===== config.mk =====
export PLATFORM = sky130hd
export DESIGN_NAME = lcd_bus_decoder_flat
export DESIGN_NICKNAME = d
export VERILOG_FILES = /design/src/rtl/lcd_pkg.sv /design/src/rtl/lcd_bus_decoder_if.sv /design/src/rtl/lcd_win_walker.sv /design/src/rtl/lcd_bus_decoder.sv /design/src/flat_wrapper.sv
export SDC_FILE = /design/constraint.sdc
export NUM_CORES = 1
export LEC_CHECK = 0
export ABC_AREA = 1
export CAP_MARGIN = 20
export CORE_UTILIZATION = 55
export CTS_BUF_LIST = sky130_fd_sc_hd__clkbuf_16
export CTS_CLUSTER_SIZE = 14
export DETAILED_ROUTE_END_ITERATION = 12
export PLACE_DENSITY = 0.8
export SLEW_MARGIN = 20
export SYNTH_ARGS = -nofsm -noshare
export SYNTH_HDL_FRONTEND = slang
export SYNTH_SLANG_ARGS = --single-unit
export TNS_END_PERCENT = 30

===== constraint.sdc =====
create_clock -name clk -period 2.4 [get_ports clk]
set_clock_uncertainty 0.1 [all_clocks]
set_input_delay 0.48 -clock clk [delete_from_list [all_inputs] [get_ports clk]]
set_output_delay 0.48 -clock clk [all_outputs]
set_load 0.01 [all_outputs]

===== src/rtl/lcd_pkg.sv =====
// Shared opcodes, widths and parser state encoding for the LCD bus decoder.
package lcd_pkg;

    localparam int unsigned BYTE_W = 8;
    localparam int unsigned WORD_W = 16;

    localparam logic [BYTE_W-1:0] CMD_SWRESET = 8'h01;
    localparam logic [BYTE_W-1:0] CMD_SLPIN   = 8'h10;
    localparam logic [BYTE_W-1:0] CMD_SLPOUT  = 8'h11;
    localparam logic [BYTE_W-1:0] CMD_DISPOFF = 8'h28;
    localparam logic [BYTE_W-1:0] CMD_DISPON  = 8'h29;
    localparam logic [BYTE_W-1:0] CMD_CASET   = 8'h2A;
    localparam logic [BYTE_W-1:0] CMD_PASET   = 8'h2B;
    localparam logic [BYTE_W-1:0] CMD_RAMWR   = 8'h2C;

    typedef enum logic [2:0] {
        ST_IDLE,
        ST_CASET_ARG,
        ST_PASET_ARG,
        ST_RAMWR_LO,
        ST_RAMWR_HI
    } lcd_rx_state_t;

endpackage


===== src/rtl/lcd_bus_decoder_if.sv =====
// 8-bit command/data bus as seen between the command generator and the decoder.
interface lcd_bus_decoder_if;
    import lcd_pkg::*;

    logic              wr;
    logic [BYTE_W-1:0] d;
    logic              dcx;

    modport master (output wr, d, dcx);
    modport slave  (input  wr, d, dcx);

endinterface


===== src/rtl/lcd_win_walker.sv =====
// Owns the RAMWR pixel pointer and walks it through the SC..EC / SP..EP window.
module lcd_win_walker
    import lcd_pkg::*;
(
    input  logic              clk,
    input  logic              nrst,
    input  logic              i_load,
    input  logic              i_step,
    input  logic [WORD_W-1:0] i_sc,
    input  logic [WORD_W-1:0] i_ec,
    input  logic [WORD_W-1:0] i_sp,
    input  logic [WORD_W-1:0] i_ep,
    output logic [WORD_W-1:0] o_x,
    output logic [WORD_W-1:0] o_y,
    output logic              o_last_c
);

    logic [WORD_W-1:0] r_x;
    logic [WORD_W-1:0] r_y;
    logic              w_row_end;
    logic              w_col_end;

    // A reversed window (end < start) makes every position an end position.
    assign w_row_end = (r_x >= i_ec);
    assign w_col_end = (r_y >= i_ep);
    assign o_last_c  = w_row_end && w_col_end;
    assign o_x       = r_x;
    assign o_y       = r_y;

    always_ff @(posedge clk or negedge nrst) begin
        if (!nrst) begin
            r_x <= '0;
            r_y <= '0;
        end else if (i_load) begin
            r_x <= i_sc;
            r_y <= i_sp;
        end else if (i_step) begin
            if (w_row_end) begin
                r_x <= i_sc;
                r_y <= w_col_end ? i_sp : r_y + 16'd1;
            end else begin
                r_x <= r_x + 16'd1;
            end
        end
    end

endmodule


===== src/rtl/lcd_bus_decoder.sv =====
// Receive-side LCD bus model: decodes commands, tracks window/display state
// and emits one pixel-write event per two RAMWR data bytes.
module lcd_bus_decoder
    import lcd_pkg::*;
#(
    parameter int unsigned WIDTH          = 240,
    parameter int unsigned HEIGHT         = 320,
    parameter bit          LOW_BYTE_FIRST = 1'b1
) (
    input  logic               clk,
    input  logic               nrst,
    lcd_bus_decoder_if.slave   bus,
    output logic               o_pix_valid,
    output logic [WORD_W-1:0]  o_pix_x,
    output logic [WORD_W-1:0]  o_pix_y,
    output logic [WORD_W-1:0]  o_pix_color,
    output logic [WORD_W-1:0]  o_sc,
    output logic [WORD_W-1:0]  o_ec,
    output logic [WORD_W-1:0]  o_sp,
    output logic [WORD_W-1:0]  o_ep,
    output logic               o_disp_on,
    output logic               o_sleep_out,
    output logic               o_frame_done,
    output logic               o_cmd_err
);

    localparam logic [WORD_W-1:0] EC_RST = WORD_W'(WIDTH - 1);
    localparam logic [WORD_W-1:0] EP_RST = WORD_W'(HEIGHT - 1);

    lcd_rx_state_t       r_state, w_state;
    logic [1:0]          r_arg_idx, w_arg_idx;
    logic [23:0]         r_arg_buf, w_arg_buf;
    logic [BYTE_W-1:0]   r_lo_byte, w_lo_byte;
    logic [WORD_W-1:0]   r_sc, w_sc, r_ec, w_ec, r_sp, w_sp, r_ep, w_ep;
    logic                r_disp_on, w_disp_on, r_sleep_out, w_sleep_out;
    logic                r_pix_valid, w_pix_valid, r_frame_done, w_frame_done;
    logic                r_cmd_err, w_cmd_err;
    logic [WORD_W-1:0]   r_pix_x, w_pix_x, r_pix_y, w_pix_y, r_pix_color, w_pix_color;

    logic                w_load, w_step, w_last;
    logic [WORD_W-1:0]   w_x, w_y;

    lcd_win_walker u_walker (
        .clk      (clk),
        .nrst     (nrst),
        .i_load   (w_load),
        .i_step   (w_step),
        .i_sc     (r_sc),
        .i_ec     (r_ec),
        .i_sp     (r_sp),
        .i_ep     (r_ep),
        .o_x      (w_x),
        .o_y      (w_y),
        .o_last_c (w_last)
    );

    always_ff @(posedge clk or negedge nrst) begin
        if (!nrst) begin
            r_state      <= ST_IDLE;
            r_arg_idx    <= '0;
            r_arg_buf    <= '0;
            r_lo_byte    <= '0;
            r_sc         <= '0;
            r_ec         <= EC_RST;
            r_sp         <= '0;
            r_ep         <= EP_RST;
            r_disp_on    <= 1'b0;
            r_sleep_out  <= 1'b0;
            r_pix_valid  <= 1'b0;
            r_frame_done <= 1'b0;
            r_cmd_err    <= 1'b0;
            r_pix_x      <= '0;
            r_pix_y      <= '0;
            r_pix_color  <= '0;
        end else begin
            r_state      <= w_state;
            r_arg_idx    <= w_arg_idx;
            r_arg_buf    <= w_arg_buf;
            r_lo_byte    <= w_lo_byte;
            r_sc         <= w_sc;
            r_ec         <= w_ec;
            r_sp         <= w_sp;
            r_ep         <= w_ep;
            r_disp_on    <= w_disp_on;
            r_sleep_out  <= w_sleep_out;
            r_pix_valid  <= w_pix_valid;
            r_frame_done <= w_frame_done;
            r_cmd_err    <= w_cmd_err;
            r_pix_x      <= w_pix_x;
            r_pix_y      <= w_pix_y;
            r_pix_color  <= w_pix_color;
        end
    end

    // Commands abort whatever is in progress; data bytes advance the current state.
    always_comb begin
        w_state      = r_state;
        w_arg_idx    = r_arg_idx;
        w_arg_buf    = r_arg_buf;
        w_lo_byte    = r_lo_byte;
        w_sc         = r_sc;
        w_ec         = r_ec;
        w_sp         = r_sp;
        w_ep         = r_ep;
        w_disp_on    = r_disp_on;
        w_sleep_out  = r_sleep_out;
        w_pix_valid  = 1'b0;
        w_frame_done = 1'b0;
        w_cmd_err    = 1'b0;
        w_pix_x      = r_pix_x;
        w_pix_y      = r_pix_y;
        w_pix_color  = r_pix_color;
        w_load       = 1'b0;
        w_step       = 1'b0;

        if (bus.wr && !bus.dcx) begin
            w_state = ST_IDLE;
            case (bus.d)
                CMD_SWRESET: begin
                    w_sc        = '0;
                    w_ec        = EC_RST;
                    w_sp        = '0;
                    w_ep        = EP_RST;
                    w_disp_on   = 1'b0;
                    w_sleep_out = 1'b0;
                end
                CMD_SLPIN:   w_sleep_out = 1'b0;
                CMD_SLPOUT:  w_sleep_out = 1'b1;
                CMD_DISPOFF: w_disp_on   = 1'b0;
                CMD_DISPON:  w_disp_on   = 1'b1;
                CMD_CASET: begin
                    w_state   = ST_CASET_ARG;
                    w_arg_idx = '0;
                end
                CMD_PASET: begin
                    w_state   = ST_PASET_ARG;
                    w_arg_idx = '0;
                end
                CMD_RAMWR: begin
                    w_load  = 1'b1;
                    w_state = ST_RAMWR_LO;
                end
                default:     w_cmd_err = 1'b1;
            endcase
        end else if (bus.wr) begin
            case (r_state)
                ST_IDLE: w_cmd_err = 1'b1;
                ST_CASET_ARG, ST_PASET_ARG: begin
                    // First three argument bytes are buffered so the pair commits atomically.
                    if (r_arg_idx == 2'd3) begin
                        if (r_state == ST_CASET_ARG) begin
                            w_sc = r_arg_buf[23:8];
                            w_ec = {r_arg_buf[7:0], bus.d};
                        end else begin
                            w_sp = r_arg_buf[23:8];
                            w_ep = {r_arg_buf[7:0], bus.d};
                        end
                        w_state = ST_IDLE;
                    end else begin
                        w_arg_buf = {r_arg_buf[15:0], bus.d};
                        w_arg_idx = r_arg_idx + 2'd1;
                    end
                end
                ST_RAMWR_LO: begin
                    w_lo_byte = bus.d;
                    w_state   = ST_RAMWR_HI;
                end
                ST_RAMWR_HI: begin
                    w_pix_valid  = 1'b1;
                    w_frame_done = w_last;
                    w_pix_x      = w_x;
                    w_pix_y      = w_y;
                    w_pix_color  = LOW_BYTE_FIRST ? {bus.d, r_lo_byte} : {r_lo_byte, bus.d};
                    w_step       = 1'b1;
                    w_state      = ST_RAMWR_LO;
                end
                default: w_state = ST_IDLE;
            endcase
        end
    end

    assign o_pix_valid  = r_pix_valid;
    assign o_pix_x      = r_pix_x;
    assign o_pix_y      = r_pix_y;
    assign o_pix_color  = r_pix_color;
    assign o_sc         = r_sc;
    assign o_ec         = r_ec;
    assign o_sp         = r_sp;
    assign o_ep         = r_ep;
    assign o_disp_on    = r_disp_on;
    assign o_sleep_out  = r_sleep_out;
    assign o_frame_done = r_frame_done;
    assign o_cmd_err    = r_cmd_err;

endmodule


===== src/flat_wrapper.sv =====
// flat-port wrapper written by rule: the top's interface ports become plain ports
module lcd_bus_decoder_flat import lcd_pkg::*;
#(
    parameter int unsigned WIDTH          = 240,
    parameter int unsigned HEIGHT         = 320,
    parameter bit          LOW_BYTE_FIRST = 1'b1
)
  (clk, nrst, o_pix_valid, o_pix_x, o_pix_y, o_pix_color, o_sc, o_ec, o_sp, o_ep, o_disp_on, o_sleep_out, o_frame_done, o_cmd_err, bus_wr, bus_d, bus_dcx);
  lcd_bus_decoder_if bus_i ();
  input  logic clk;
  input  logic nrst;
  output logic o_pix_valid;
  output logic [WORD_W-1:0] o_pix_x;
  output logic [WORD_W-1:0] o_pix_y;
  output logic [WORD_W-1:0] o_pix_color;
  output logic [WORD_W-1:0] o_sc;
  output logic [WORD_W-1:0] o_ec;
  output logic [WORD_W-1:0] o_sp;
  output logic [WORD_W-1:0] o_ep;
  output logic o_disp_on;
  output logic o_sleep_out;
  output logic o_frame_done;
  output logic o_cmd_err;
  input wire logic [$bits(bus_i.wr)-1:0] bus_wr;
  input wire logic [$bits(bus_i.d)-1:0] bus_d;
  input wire logic [$bits(bus_i.dcx)-1:0] bus_dcx;
  assign bus_i.wr = bus_wr;
  assign bus_i.d = bus_d;
  assign bus_i.dcx = bus_dcx;
  lcd_bus_decoder #(.WIDTH(WIDTH), .HEIGHT(HEIGHT), .LOW_BYTE_FIRST(LOW_BYTE_FIRST)) u_core (.clk(clk), .nrst(nrst), .bus(bus_i), .o_pix_valid(o_pix_valid), .o_pix_x(o_pix_x), .o_pix_y(o_pix_y), .o_pix_color(o_pix_color), .o_sc(o_sc), .o_ec(o_ec), .o_sp(o_sp), .o_ep(o_ep), .o_disp_on(o_disp_on), .o_sleep_out(o_sleep_out), .o_frame_done(o_frame_done), .o_cmd_err(o_cmd_err));
endmodule

; Yosys cells after proc, flatten, opt, wreduce, memory -nomap -nowiden
; Cells that the tools add are included.
[totals]
input_bits = 12
output_inout_bits = 117
reg_bits = 186
word_cells = 125
[classes]
addsub = 3
magnitude_cmp = 2
n_mux = 54
reduce_logical = 27
bitwise_logic = 2
n_eq_ne = 19
[ops]
columns = op, count
row1 = $mux 16, 30
row2 = $eq 8x6->1 const B, 5
row3 = $add 16x1->16 const B, 2
row4 = $ge 16x16->1, 2
row5 = $eq 8x5->1 const B, 2
row6 = $reduce_bool 2->1, 8
row7 = $mux 1, 12
row8 = $pmux 3 s4, 1
row9 = $mux 2, 5
row10 = $reduce_and 5->1, 2
row11 = $mux 3, 3
row12 = $reduce_and 3->1, 3
row13 = $eq 8x1->1 const B, 1
row14 = $reduce_and 4->1, 2
row15 = $reduce_or 2->1, 4
row16 = $reduce_or 8->1, 1
row17 = $eq 3x2->1 const B, 2
row18 = $ne 2x1->1 const B, 3
row19 = $pmux 2 s3, 1
row20 = $reduce_and 2->1, 3
row21 = $ne 2x2->1 const B, 2
row22 = $pmux 1 s2, 2
row23 = $eq 3x1->1 const B, 1
row24 = $eq 3x3->1 const B, 1
row25 = other kinds (7), 9

; Longest topological paths before layout
[depth]
depth_word = 6
ltp_mapped = 17
depth_no_buf = 16

; Modules after synthesis
; A second synthesis with hierarchy kept.
[unflattened]
cells_unflattened = 1286
hier_area_um2 = 9751.9
[by_module_without_submodules]
columns = module, area_each_um2, seq_area_each_um2, instances, cells_each
row1 = lcd_bus_decoder, 6417.4, 3871.2, 1, 759
row2 = lcd_win_walker, 3334.4, 800.8, 1, 527

; Worst setup path after synthesis
; No wires, ideal clock.
[synth_timing]
path_kind = flip-flop to flip-flop
start = reg u_core.r_ec[7] (netlist: u_core.o_ec[7])
end = reg u_core.u_walker.r_x[13] (netlist: u_core.u_walker.o_x[13])
n_path_buf = 1
slack_ns = 0.142
path_stages_with_launch = 15
arrival_time_ns = 2.045
period_less_slack_ns = 2.258
setup_time_ns = 0.113
path_cell_list = dfstp_2 inv_1 ha_1 nand2_1 nor2_1 and2_1 nor2_1 nand2_1 nand2_1 nand3_2 nand2_2 buf_4 nand2_1 nand2_1 inv_1
[synth_via]
elab_chain_len = 4
[synth_rtl]
columns = element, line_no
row1 = from (decl), lcd_bus_decoder.sv:34  ; logic [WORD_W-1:0] r_sc, w_sc, r_ec, w_ec, r_sp, w_sp, r_ep, w_ep;
row2 = from (signal assigned), lcd_bus_decoder.sv:81  ; r_ec <= w_ec;
row3 = $ge 16x16->1, lcd_win_walker.sv:24  ; assign w_row_end = (r_x >= i_ec);
row4 = $mux 16, lcd_win_walker.sv:38  ; if (w_row_end) begin
row5 = $mux 16, lcd_win_walker.sv:37  ; end else if (i_step) begin
row6 = $mux 16, lcd_win_walker.sv:34  ; end else if (i_load) begin
row7 = to (signal assigned), lcd_win_walker.sv:35  ; r_x <= i_sc;
row8 = to (signal assigned), lcd_win_walker.sv:39  ; r_x <= i_sc;
row9 = to (signal assigned), lcd_win_walker.sv:42  ; r_x <= r_x + 16'd1;
row10 = to (decl), lcd_win_walker.sv:18  ; logic [WORD_W-1:0] r_x;
; Every way passes these cells. The select of a mux whose other input is x is not followed.
; A chain may end at the register's enable or synchronous reset.

; Worst setup path in the final report
[layout_timing]
start = reg u_core.r_ec[2] (netlist: u_core.o_ec[2])
end = reg u_core.u_walker.r_x[13] (netlist: u_core.u_walker.o_x[13])
; The elaborated chain is that of the path after synthesis.

==> flow_summary.toml <==
[clock_network]
cts_root_buffer = "clkbuf_16"
clk_pin_slew_worst_paths_ps = 80
cts_htree_levels = 4
numCtsBuffers = 17
clkSinkCount = 186
cts_tree = "yes"
clock_latency_ps = 430
clock_path_buffers = 2

[sta]
fin_setup_tns_ps = 0
worstMarginPinSlew_ps = 500.8
period_share = 0.9600
hold_viol_final = 0
fin_ws_ps = 96.11
setup_viol = 0
drv_slew = 0
post-route-min-period_ps = 2304
rsz0062_at_grt = "no"
fmax_mhz = 434.0
relSlewSlack = 0.6626

[die]
pin_count = 129
die_w_um = 132.6
core_area_um2 = 16640
die_y_um = 132.6
dieArea_um2 = 17580
start_util = 0.5637
rows = 47

[pwr]
cellPowerDensity_nw_per_um2 = 705.4
power.leakage_nw = 5.970
peakVddDrop_uv = 608.7

[yosys]
synth_cells = 1143
avgSynthCellArea_um2 = 8.208
synth_edf_count = 0
synth_area_leaders = "dfrtp_1, nand2_1, inv_1, ha_1, o21ai_0"
yosysUniqueCellTypes = 38
ys_ff_latch = 186
yosysSeqAreaShare = 0.4980
yosysMostFrequentCell = "nand2_1"
synth_flop_cell = "dfrtp_1"
synthesis.nets = 1190
yosys.area.top_type = "dfrtp_1"
synthTopCellsByCount = "nand2_1, dfrtp_1, inv_1"
synth_top_area_share = 0.4588
ys_async_sr_fraction = 1.000
synth_area_um2 = 9381
synth-warning-count = 0

[layout]
diodes = 0
fin_nets = 1376
layout-drive-gt1-share = 0.1416
synthToLayoutAreaGrowth_pct = 28.53

[hold_path]
holdCritPathClass = "flop to flop"

[setup_path]
crit_top_cell = "nand2_2"
path_delay_family = "simple AND/OR/NAND/NOR gates"
critical_path_arrival_ps = 2530
crit_type = "flop to flop"
end_kind = "flop"
critPathMaxFanout = 24
worstPathCellList = "inv_1, ha_1, nand2_2, nor2_1, and2_1, nor2_2, nand2_2, nand2_2, nand3_2, nand2_2, buf_12, nand2_1, nand2_1, inv_1"
cp.required_ps = 2630
timing.critical_path.buf_inv = 3
slowest_stage = "dfstp_2"
critPathLaunchType = "flop"
cpPeakStageDelay_ps = 540

[grt]
track_usage = 0.3165
grt_antenna_before_repair = 0
overflow = 0
grt_pass1_vias = 7956
grt_pass1_wl_um = 42810
grt_max_degree = 52

[detailed_routing]
wl_um = 26780
vias = 8427
via_per_inst = 5.395
drt_first_iter_violations = 844
drc = 0
firstDrtPassIters = 6
detail_route.wl_per_cell_um = 17.15
ant_nets = 0

[place]
dp_slack_ps = -68.69
dp_hpwl_um = 19640
portBuffers = 128
place_congestion = 0.9612

[run_status]
outcome = "finished clean"

[job]
cap_violations = 0
## path summary, 6_finish.rpt
check | start | endpoint | slack [ps] | cells after the start
max | u_core.o_ec[2]$_DFFE_PN1P_ | u_core.u_walker.o_x[13]$_DFFE_PN0P_ | 100 | 14
min in group asynchronous | nrst | u_core.o_pix_x[9]$_DFFE_PN0P_ | 460 | 2
max in group asynchronous | nrst | u_core.o_ec[3]$_DFFE_PN1P_ | 1030 | 3
min reg2reg | u_core.o_pix_color[7]$_DFFE_PN0P_ | u_core.o_pix_color[7]$_DFFE_PN0P_ | 380 | 2
min | u_core.o_pix_color[7]$_DFFE_PN0P_ | u_core.o_pix_color[7]$_DFFE_PN0P_ | 380 | 2
max reg2reg | u_core.o_ec[2]$_DFFE_PN1P_ | u_core.u_walker.o_x[13]$_DFFE_PN0P_ | 100 | 14
## registers in the layout (all words and copies together), names as in the netlist, 8 cells and up
signal	flops
u_core.u_walker.o_y	16
u_core.o_sp	16
u_core.o_pix_y	16
u_core.r_arg_buf	24
u_core.o_ec	16
u_core.o_pix_color	16
u_core.u_walker.o_x	16
u_core.o_ep	16
u_core.o_pix_x	16
u_core.r_lo_byte	8
u_core.o_sc	16
## area by class of cell
class | count | area (µm²)
clock buffers | 17 | 425.4
clock inverters | 15 | 178.9
fillers | 1263 | 4584
inverters | 150 | 563.0
multi-input cells | 765 | 3930
flip-flops and latches | 186 | 4672
well taps | 220 | 275.3
repair buffers | 209 | 2013
## metrics by stage
step | hold slack [ps] | util | cells | total power, mW | area (µm²)
after CTS | 384.5 | 0.7215 | 1560 | 8.502 | 12010
after global placement | 356.4 | 0.6846 | 1527 | 5.570 | 11390
after global routing | 399.1 | 0.7245 | 1562 | 8.893 | 12060
after detailed placement | 361.3 | 0.6846 | 1527 | 5.626 | 11390
after floorplan | 84.41 | - | 1143 | 4.740 | 9382
final | 380.5 | 0.7245 | 1562 | 8.506 | 12060
## routing by layer
layer | GRT usage | up-vias | part of all wire
met5 | 0 | - | 0
met4 | 0.1009 | 0 | 0.022
met3 | 0.05709 | 45 | 0.065
met2 | 0.5079 | 353 | 0.48
met1 | 0.4373 | 4015 | 0.44
li1 | - | 4014 | -
## kinds of logic (layout without fill, tap and decap cells)
family,count (synthesis),after routing,share of synthesized area
AOI/OAI and AO/OA,160,160,0.1050
xor gates and xnor gates,16,16,0.01494
adders and majority gates,35,35,0.04668
buffers and inverters,192,391,0.08789
DFF,186,186,0.4980
muxes,1,1,0.001200
and+or+nand+nor,553,553,0.2463
## what timing repair did
action	CTS	global route
hold buffers	1	0
hold endpoints to repair	45	0
setup buffers	0	1
resized for setup	0	11
endpoints found under the setup margin	0	25
## where the power goes
part	total (mW)	switching, mW	leakage, nW	internal, mW
Sequential	3.90	0.362	2.47	3.54
Clock	2.87	1.37	0.293	1.50
Combinational	1.74	1.01	3.21	0.726
Total	8.51	2.75	5.97	5.76
## cells in the final DEF (no fill, tap or decap), types with 9 or more instances in the layout
master,netlist,routed
ha_1,35,34
nor2_1,57,56
dfrtp_1,172,172
xor2_1,14,14
clkdlybuf4s50_1,0,127
buf_4,5,69
o21ai_2,29,27
nand3_1,49,49
buf_12,0,9
dfstp_2,14,14
a21oi_2,12,12
clkbuf_16,0,17
o21ai_0,84,84
a21oi_1,24,24
inv_1,146,146
nand4_1,39,39
nand2_1,392,386
## worst min-delay path: stages, from the launching register on
cell and delay (ps):
dfrtp_1 340, nand2_1 50, nand2_1 50
(Power assumes the default switching activity.)
